### src/rtl/riscv_pkg.sv
// Constants shared by the RV32 front-end blocks.
package riscv_pkg;

    localparam int unsigned INSTR_BYTES = 4;
    localparam logic [31:0] NOP_INSTR   = 32'h0000_0013;  // addi x0, x0, 0

    typedef logic [31:0] instr_t;

endpackage

### src/rtl/instruction_fetch.sv
// Instruction fetch stage: drives the PC to a 1-cycle-latency instruction memory,
// presents the returned word with its PC and fault flag, and holds it across stalls.
module instruction_fetch
    import riscv_pkg::*;
#(
    parameter int unsigned             ADDR_WIDTH     = 32,
    parameter int unsigned             RAM_SIZE_WIDTH = 16,
    parameter logic [ADDR_WIDTH-1:0]   RESET_PC       = 32'h0000_0000
) (
    input  logic                  clk,
    input  logic                  rst_n,
    input  logic                  stall,
    input  logic                  redirect,
    input  logic [ADDR_WIDTH-1:0] redirect_pc,
    output logic [ADDR_WIDTH-1:0] pc_out,
    output logic                  ram_flush,
    input  instr_t                ram_instruction,
    output logic                  if_valid,
    output logic [ADDR_WIDTH-1:0] if_pc,
    output instr_t                if_instruction,
    output logic                  if_fault
);

    typedef struct packed {
        logic                  valid;
        logic [ADDR_WIDTH-1:0] pc;
        logic                  fault;
    } resp_t;

    localparam logic [ADDR_WIDTH-1:0] PC_STEP  = ADDR_WIDTH'(INSTR_BYTES);
    // One extra bit so a RAM as large as the address space still compares correctly.
    localparam logic [ADDR_WIDTH:0]   RAM_LAST =
        (ADDR_WIDTH+1)'((64'd1 << RAM_SIZE_WIDTH) - 64'(INSTR_BYTES));

    function automatic logic fetch_fault(input logic [ADDR_WIDTH-1:0] pc);
        return (pc[1:0] != 2'b00) || ({1'b0, pc} > RAM_LAST);
    endfunction

    logic [ADDR_WIDTH-1:0] fetch_pc;
    resp_t                 resp;
    logic                  hold_active;
    instr_t                hold_instr;

    // NOTE: state updates use non-blocking assignments so every register samples
    // pre-edge values; hold_instr is reset as well so if_instruction is never X.
    always_ff @(posedge clk or negedge rst_n) begin
        if (!rst_n) begin
            fetch_pc    <= RESET_PC;
            resp        <= '0;
            hold_active <= 1'b0;
            hold_instr  <= '0;
        end else if (redirect) begin
            fetch_pc    <= redirect_pc;
            resp.valid  <= 1'b0;
            hold_active <= 1'b0;
        end else if (stall) begin
            // The memory has already moved on to fetch_pc, so capture the word now.
            if (!hold_active) begin
                hold_instr  <= ram_instruction;
                hold_active <= 1'b1;
            end
        end else begin
            fetch_pc    <= fetch_pc + PC_STEP;
            resp.valid  <= 1'b1;
            resp.pc     <= fetch_pc;
            resp.fault  <= fetch_fault(fetch_pc);
            hold_active <= 1'b0;
        end
    end

    assign pc_out    = fetch_pc;
    assign ram_flush = redirect;
    assign if_valid  = resp.valid & ~redirect;
    assign if_pc     = resp.pc;
    assign if_fault  = resp.valid & resp.fault & ~redirect;

    // NOTE: the default assignment first keeps this block free of inferred latches.
    always_comb begin
        if_instruction = NOP_INSTR;
        if (if_valid && !if_fault) begin
            if (hold_active) if_instruction = hold_instr;
            else             if_instruction = ram_instruction;
        end
    end

endmodule

### config.mk
export PLATFORM = sky130hd
export DESIGN_NAME = instruction_fetch
export DESIGN_NICKNAME = d
export VERILOG_FILES = /design/src/rtl/riscv_pkg.sv /design/src/rtl/instruction_fetch.sv
export SDC_FILE = /design/constraint.sdc
export NUM_CORES = 1
export LEC_CHECK = 0
export CAP_MARGIN = 20
export CORE_MARGIN = 5
export CORE_UTILIZATION = 50
export DETAILED_ROUTE_END_ITERATION = 7
export MAX_ROUTING_LAYER = met4
export PLACE_DENSITY = 0.85
export RECOVER_POWER = 50
export SLEW_MARGIN = 5
export SYNTH_ARGS = -nofsm -noshare
export SYNTH_HDL_FRONTEND = slang
export SYNTH_SLANG_ARGS = --single-unit
### constraint.sdc
create_clock -name clk -period 3.15 [get_ports clk]
set_clock_uncertainty 0.05 [all_clocks]
set_input_delay 0.315 -clock clk [delete_from_list [all_inputs] [get_ports clk]]
set_output_delay 0.315 -clock clk [all_outputs]
set_load 0.01 [all_outputs]
==> results.txt, run 1 <==
----------------------------------------------------
[Status]
  Run status ... finished, violations left
  Violations in the final reports ... capacitance limit, slew limit

[Global route]
  Number of global-route vias before repair ... between 3k and 4k
  Aggregate global-route resource usage ... 21.17%
  Pin count of the biggest net entering global routing ... 74
  Wire length of the first global-routing pass ... 20,550 um
  Total overflow reported by the global router ... 0
  Initial antenna violation count ... 0

[STA]
  Unrepaired setup endpoints after global routing ... no
  Final hold slack ... around 0.39 ns
  Final setup violation count ... 0
  Period utilization ... roughly 84%
  Slew at the pin closest to its max-slew limit ... between 1.5 and 2 ns
  Fmax achieved ... about 0.38 GHz
  Max-slew violation count ... 74
  Relative slew slack ... -21.42%
  Sum of negative setup slack ... 0 ns
  Time the worst path needs with I/O delays and setup ... roughly 2.6 ns
  Final hold vios ... 0

[Floorplanning]
  Standard cell core area ... 9819 um^2
  Effective utilization at floorplan ... between 50% and 60%
  Horizontal die dimension ... about 110 um
  Boundary Pins ... 167
  Core Rows ... 36
  Height of the chip ... ~110 um
  Total die area ... around 12,000 um^2

[Yosys]
  Number of register bits inferred by synthesis ... 99
  Top cells by area in the synthesized netlist ... sky130_fd_sc_hd__dfrtp_1 49%, sky130_fd_sc_hd__mux2_2 15%, sky130_fd_sc_hd__mux2i_1 5.9%, sky130_fd_sc_hd__buf_4 5.1%, sky130_fd_sc_hd__xnor2_1 3.1%
  Share of synthesized registers carrying an async set or reset ... 100.0%
  Count of different cell masters after synthesis ... 37
  Netlist area before placement ... 5049 um^2
  Syn_nets ... approximately 520
  Library cell with the largest summed area after synthesis ... sky130_fd_sc_hd__dfrtp_1
  Post-Synthesis Mean Instance Area ... between 10 and 15 um^2
  Post-synth EDFFs ... 0
  Most frequently used flop master after synthesis ... sky130_fd_sc_hd__dfrtp_1
  Top-area cell type share of the netlist area ... 49.07%
  Yosys Warn Count ... 0
  Share of synthesized area occupied by flip-flops and latches ... between 40% and 50%
  Synthesized instance count ... 446

[Critical path]
  Largest fanout of any net on the critical path ... 36
  Type of the worst setup path ... flip-flop to primary output
  Data arrival time of the worst path ... 2.27 ns
  Capturing element type of the critical path ... primary output
  Startpoint type of the worst setup path ... flip-flop
  Required time of the worst setup path ... about 2.8 ns

[Clock tree]
  Hold_buf cts ... 0
  Inserted Clock Buffers ... 9
  Number of levels the H-tree was split into ... 3
  Buffers from clock root to sink, at most ... 2
  Root buffer cell ... sky130_fd_sc_hd__clkbuf_8
  Number of buffers added for setup after CTS ... 0
  Clock tree from TritonCTS ... yes
  Clk_lat worst skew ... 0.36 ns
  Register clock-pin slew on the reported worst setup and hold paths ... about 0.09 ns
  Cts repair resizes ... 0
  Sink Count ... 99

[Layout]
  Nets ... 641
  Share of post-route cells with drive strength above 1 ... 16.98%
  Filler cell count in the final layout ... around 780
  Most common cell after layout, fill and taps aside ... sky130_fd_sc_hd__clkdlybuf4s50_1
  Antenna diode count ... 0
  Register cell area after layout ... 2479 um^2
  Multi-input combinational cell area ... 2176 um^2
  Commonest cells after routing, fill and taps aside ... 129 x sky130_fd_sc_hd__clkdlybuf4s50_1, 98 x sky130_fd_sc_hd__dfrtp_1, 67 x sky130_fd_sc_hd__mux2_2, 37 x sky130_fd_sc_hd__nor2_1, 35 x sky130_fd_sc_hd__dlygate4sd3_1
  Layout area overhead ... 33.43%
  Utilization after layout ... between 60% and 70%

[Job]
  # Max-Cap Violations ... 1

[Placement]
  Detail Placement HPWL ... about 9100 um
  Final estimated routing congestion in global placement ... just under 0.8
  Count of input and output buffers ... around 170

[Detailed routing]
  Avg WL per Cell ... between 15 and 20 um
  1st-pass router iterations ... 4
  Total vias in the final route ... 3,709
  DRC Markers ... 0
  Post-route antenna net violation count ... 0
  Mean number of vias per cell ... 5.224
  Sum of routed wire length over all layers ... 12,380 um
  Detailed router's first-iteration violation count ... between 200 and 250

[Power and ir drop]
  Worst IR Drop VDD ... 0.3050 mV
  Leakage power of the design ... between 2 and 3 nW
  P per Cell Area ... between 400 and 500 nW/um^2
  Power after layout ... roughly 3.2 mW

[Worst hold path]
  Path category of the worst min-delay check ... primary input to asynchronous set/reset pin

----------------------------------------------------
-- report_power, final --
| part | internal, mW | switching [mW] |
|---|---|---|
| Combinational | 0.432 | 0.273 |
| Clock | 0.434 | 0.413 |
| Sequential | 1.46 | 0.160 |
-- cell usage after synthesis, types with 6 or more instances --
cell type / instances
sky130_fd_sc_hd__o21ai_1: 11
sky130_fd_sc_hd__buf_2: 9
sky130_fd_sc_hd__nand2_1: 33
sky130_fd_sc_hd__clkbuf_1: 12
sky130_fd_sc_hd__mux2_2: 67
sky130_fd_sc_hd__nor4_1: 8
sky130_fd_sc_hd__nor2_1: 37
sky130_fd_sc_hd__buf_4: 34
sky130_fd_sc_hd__xor2_1: 11
sky130_fd_sc_hd__nor3_1: 8
sky130_fd_sc_hd__nand3_1: 9
sky130_fd_sc_hd__dfrtp_1: 99
sky130_fd_sc_hd__inv_1: 6
sky130_fd_sc_hd__mux2i_1: 30
sky130_fd_sc_hd__xnor2_1: 18
sky130_fd_sc_hd__nor2b_1: 6
sky130_fd_sc_hd__o21ai_0: 17
-- worst paths after layout --
path                               start            endpoint  slack, ns  cells after the start
max                          hold_active  if_instruction[12]       0.52                      3
min                                rst_n       hold_instr[7]       0.39                      1
max in group asynchronous          rst_n           if_pc[26]       1.15                      2
min in group clk                redirect            resp[33]       0.40                      3
max reg2reg                    pc_out[4]          pc_out[13]       1.07                      5
min reg2reg                hold_instr[7]       hold_instr[7]       0.45                      1
-- stage by stage --
step,worst slack (ns),std cells,instance area [um^2]
after global routing,0.3725,710,6736
final,0.5197,710,6736
after floorplan,1.339,446,5049
after CTS,0.4924,710,6771
after detailed placement,0.7599,694,6565
after global placement,0.7975,694,6565
-- area by class of cell --
type / instances / area share (%)
Timing Repair Buffer: 172 / 25.04
Clock buffer: 15 / 2.619
Inverter: 6 / 0.3343
Multi-Input combinational cell: 284 / 32.30
Clock inverter: 1 / 0.4458
Sequential cell: 99 / 36.79
Tap cell: 133 / 2.470
-- per-layer routing --
layer | track usage (%) | routed length, um | vias to the layer above
met4 | 7.718 | 252 | 0
met3 | 5.853 | 788 | 19
met5 | - | 0 | -
met1 | 27.01 | 5567 | 1801
li1 | - | - | 1749
met2 | 32.44 | 5770 | 140
-- sequential cells by signal (all words and copies together), names as in the netlist --
| register | count |
|---|---|
| hold_active | 1 |
| pc_out | 32 |
| resp | 2 |
| if_pc | 32 |
| hold_instr | 32 |
-- worst max-delay path: stages, from the launching register on --
cell and delay, ns:
sky130_fd_sc_hd__dfrtp_2 0.99, sky130_fd_sc_hd__mux2i_1 0.17, sky130_fd_sc_hd__nor2_1 0.17, sky130_fd_sc_hd__clkdlybuf4s50_1 0.56
-- cell families (layout without fill, tap and decap cells) --
kind of cell | count (synthesis) | count (layout) | synth area share, %
AO/OA/AOI/OAI | 32 | 32 | 3.395
adder cells (fa/ha/maj) | 1 | 1 | 0.2478
XOR/XNOR | 29 | 29 | 5.031
flip-flops | 99 | 99 | 49.07
AND/OR/NAND/NOR | 124 | 124 | 13.56
multiplexers | 98 | 98 | 21.12
buffers and inverters | 63 | 194 | 7.583
No activity file was read; power rests on OpenSTA's default activity.
==> run 2, diff against run 1 <==
--- a/config.mk
+++ b/config.mk
@@ -7,10 +7,10 @@
 export LEC_CHECK = 0
 export CAP_MARGIN = 20
 export CORE_MARGIN = 5
-export CORE_UTILIZATION = 50
+export CORE_UTILIZATION = 42
 export DETAILED_ROUTE_END_ITERATION = 7
 export MAX_ROUTING_LAYER = met4
-export PLACE_DENSITY = 0.85
+export PLACE_DENSITY = 0.76
 export RECOVER_POWER = 50
 export SLEW_MARGIN = 5
 export SYNTH_ARGS = -nofsm -noshare
==> constraint.sdc (replaced) <==
create_clock -name clk -period 2.3 [get_ports clk]
set_clock_uncertainty 0.05 [all_clocks]
set_input_delay 0.23 -clock clk [delete_from_list [all_inputs] [get_ports clk]]
set_output_delay 0.23 -clock clk [all_outputs]
set_load 0.01 [all_outputs]
==> results.txt, run 2 (synthesis results as in run 1) <==
----------------------------------------------------
[Critical path]
  Critical-path cell list ... nor2b_2, nand2b_1, buf_6, a211o_1, clkdlybuf4s50_1
  Cell with the largest stage delay on the worst path ... sky130_fd_sc_hd__clkdlybuf4s50_1
  Worst Path Buf+Inv ... 2 (+1)
  Startpoint type of the worst setup path ... flip-flop
  Data arrival time of the worst path ... 1.89 ns (-0.38 ns)
  Largest fanout of any net on the critical path ... 32 (-11%)
  Required time of the worst setup path ... 2.02 ns (-0.76 ns)
  Cells on worst reg2reg path ... 5 (unchanged)
  Total stage count of the critical path ... 5 (+2)
  Kind of cell adding the most delay to the critical path ... buffers and inverters
  Type of the worst setup path ... flip-flop to primary output
  Max stage delay on crit path ... 0.48 ns (-0.51 ns)
  Capturing element type of the critical path ... primary output
  R2R Setup Slk ... 0.33 ns (-0.74 ns)

[Placement]
  Final estimated routing congestion in global placement ... 0.7823 (+0.15%)
  Worst slack at placement ... 0.2100 ns (-0.5499 ns)
  Detail Placement HPWL ... 9340 um (+2.3%)
  Count of input and output buffers ... 166 (unchanged)

[STA]
  Period utilization ... between 90% and 100%
  Fmax achieved ... approximately 0.46 GHz
  Post-layout worst setup margin ... 0.1318 ns (-0.3879 ns)
  Max-slew violation count ... 0 (-100%)
  Slew at the pin closest to its max-slew limit ... 1.043 ns (-0.7785 ns)
  Unrepaired setup endpoints after global routing ... no
  Relative slew slack ... 30.48% (+52 points)
  Final setup violation count ... 0 (unchanged)
  Sum of negative setup slack ... 0 ns (unchanged)
  Final hold vios ... 0 (unchanged)
  Time the worst path needs with I/O delays and setup ... ~2.2 ns

[Worst hold path]
  Path category of the worst min-delay check ... primary input to flip-flop
  Count of cells along the worst hold path ... 2

[Detailed routing]
  Avg WL per Cell ... 17.17 um (-1.5%)
  Mean number of vias per cell ... 5.076 (-2.8%)
  Routed wire length on met2 ... 5793 um (+0.40%)
  1st-pass router iterations ... 5 (+1)
  Sum of routed wire length over all layers ... 12,690 um (+2.5%)
  Post-route antenna net violation count ... 0 (unchanged)
  Total vias in the final route ... 3,751 (+1.1%)
  Length of routed wiring on met1 ... 5888 um (+5.8%)
  Total length of routed met3 wires ... 824 um (+4.6%)
  DRC Markers ... 0 (unchanged)
  Detailed router's first-iteration violation count ... 231 (+7.9%)
  Highest metal used ... met4

[Layout]
  Share of post-route cells with drive strength above 1 ... 19.76% (+2.8 points)
  Commonest cells after routing, fill and taps aside ... 133 x sky130_fd_sc_hd__clkdlybuf4s50_1, 98 x sky130_fd_sc_hd__dfrtp_1, 67 x sky130_fd_sc_hd__mux2_2, 36 x sky130_fd_sc_hd__nor2_1, 33 x sky130_fd_sc_hd__nand2_1
  Antenna diode count ... 0 (unchanged)
  Layout area overhead ... 39.43%
  Nets ... 657 (+2.5%)
  Most common cell after layout, fill and taps aside ... sky130_fd_sc_hd__clkdlybuf4s50_1

[Clock tree]
  Buffers from clock root to sink, at most ... 2 (unchanged)
  Inserted Clock Buffers ... 9 (unchanged)
  Clk_lat worst skew ... 0.34 ns (-0.02 ns)
  Clock tree from TritonCTS ... yes
  Sink Count ... 99 (unchanged)
  Number of levels the H-tree was split into ... 3 (unchanged)
  Register clock-pin slew on the reported worst setup and hold paths ... 0.06 ns (-0.03 ns)
  Root buffer cell ... sky130_fd_sc_hd__clkbuf_16

[Power and ir drop]
  Leakage power of the design ... 2.858 nW (+5.5%)
  Worst IR Drop VDD ... 0.3381 mV (+11%)
  P per Cell Area ... 686.0 nW/um^2 (+46%)

[Global route]
  Total overflow reported by the global router ... 0 (unchanged)
  Initial antenna violation count ... 0 (unchanged)
  Pin count of the biggest net entering global routing ... 61 (-18%)
  Wire length of the first global-routing pass ... 21,080 um (+2.6%)
  Number of global-route vias before repair ... 3,993 (+0.58%)
  Aggregate global-route resource usage ... 18.82% (-2.4 points)

[Status]
  Run status ... finished clean

[Floorplanning]
  Horizontal die dimension ... 119.6 um (+8.3%)
  Total die area ... 14,310 um^2 (+17%)
  Boundary Pins ... 167 (unchanged)
  Effective utilization at floorplan ... 42.38% (-9.0 points)
  Height of the chip ... 119.6 um (+8.3%)
  Standard cell core area ... 11,910 um^2 (+21%)
  Core Rows ... 40 (+11%)

[Job]
  # Max-Cap Violations ... 0 (-1)

----------------------------------------------------
## run 2: cell types whose count changed in the layout (fill, tap and decap cells not counted), sizes merged
| cell | before | now |
|---|---|---|
| bufinv | 1 | 2 |
| dlygate4sd3 | 35 | 32 |
| clkdlybuf4s50 | 129 | 133 |
| clkinv | 0 | 2 |
| clkbuf | 19 | 17 |
| buf | 4 | 16 |
| clkinvlp | 0 | 1 |
## run 2: what timing repair did
action | in CTS | in global routing
pin swaps | 0 | 0
hold buffers | 1 | 0
resized for setup | 2 | 1
setup endpoints to repair | 5 | 10
setup buffers | 0 | 7
hold endpoints to repair | 26 | 0
## run 2: path summary, 6_finish.rpt
check	from	to
worst max-delay path	resp[33]	if_instruction[4]
worst min-delay path	redirect	hold_active
worst max register to register	pc_out[6]	pc_out[31]
worst min register to register	hold_instr[7]	hold_instr[7]
max in group asynchronous	rst_n	hold_instr[6]
min in group asynchronous	rst_n	pc_out[22]
## run 2: layout make-up
cell class | count | area, um^2
clock inverter | 5 | 77.57
inverter | 6 | 22.52
multi-input combinational | 284 | 2201
fill | 1015 | 4872
clock buffer | 10 | 239.0
sequential | 99 | 2481
timing repair buffer | 188 | 1834
tap | 147 | 183.9
## run 2: where the power goes
group / switching (mW) / total [mW] / internal (mW)
Clock: 0.627 / 1.60 / 0.973
Combinational: 0.407 / 1.03 / 0.623
Sequential: 0.196 / 2.20 / 2.00
Total: 1.23 / 4.83 / 3.60
## run 2: routing by layer
metal	vias to the layer above	GRT usage, %
li1	1791	-
met1	1812	25.03
met2	133	28.74
met3	15	4.288
met4	0	6.084
met5	-	-
## run 2: metrics by stage
stage | hold slack, ns | power [mW] | utilization [%] | cells | cell area [um^2]
2_1_floorplan | -0.1156 | 2.817 | - | 446 | 5049
3_3_place_gp | 0.1335 | 3.268 | 56.08 | 716 | 6680
3_5_place_dp | 0.1433 | 3.309 | 56.08 | 716 | 6680
4_1_cts | 0.1124 | 4.931 | 58.87 | 732 | 7012
5_1_grt | 0.2855 | 5.086 | 59.10 | 739 | 7039
6_report | 0.2296 | 4.829 | 59.10 | 739 | 7039
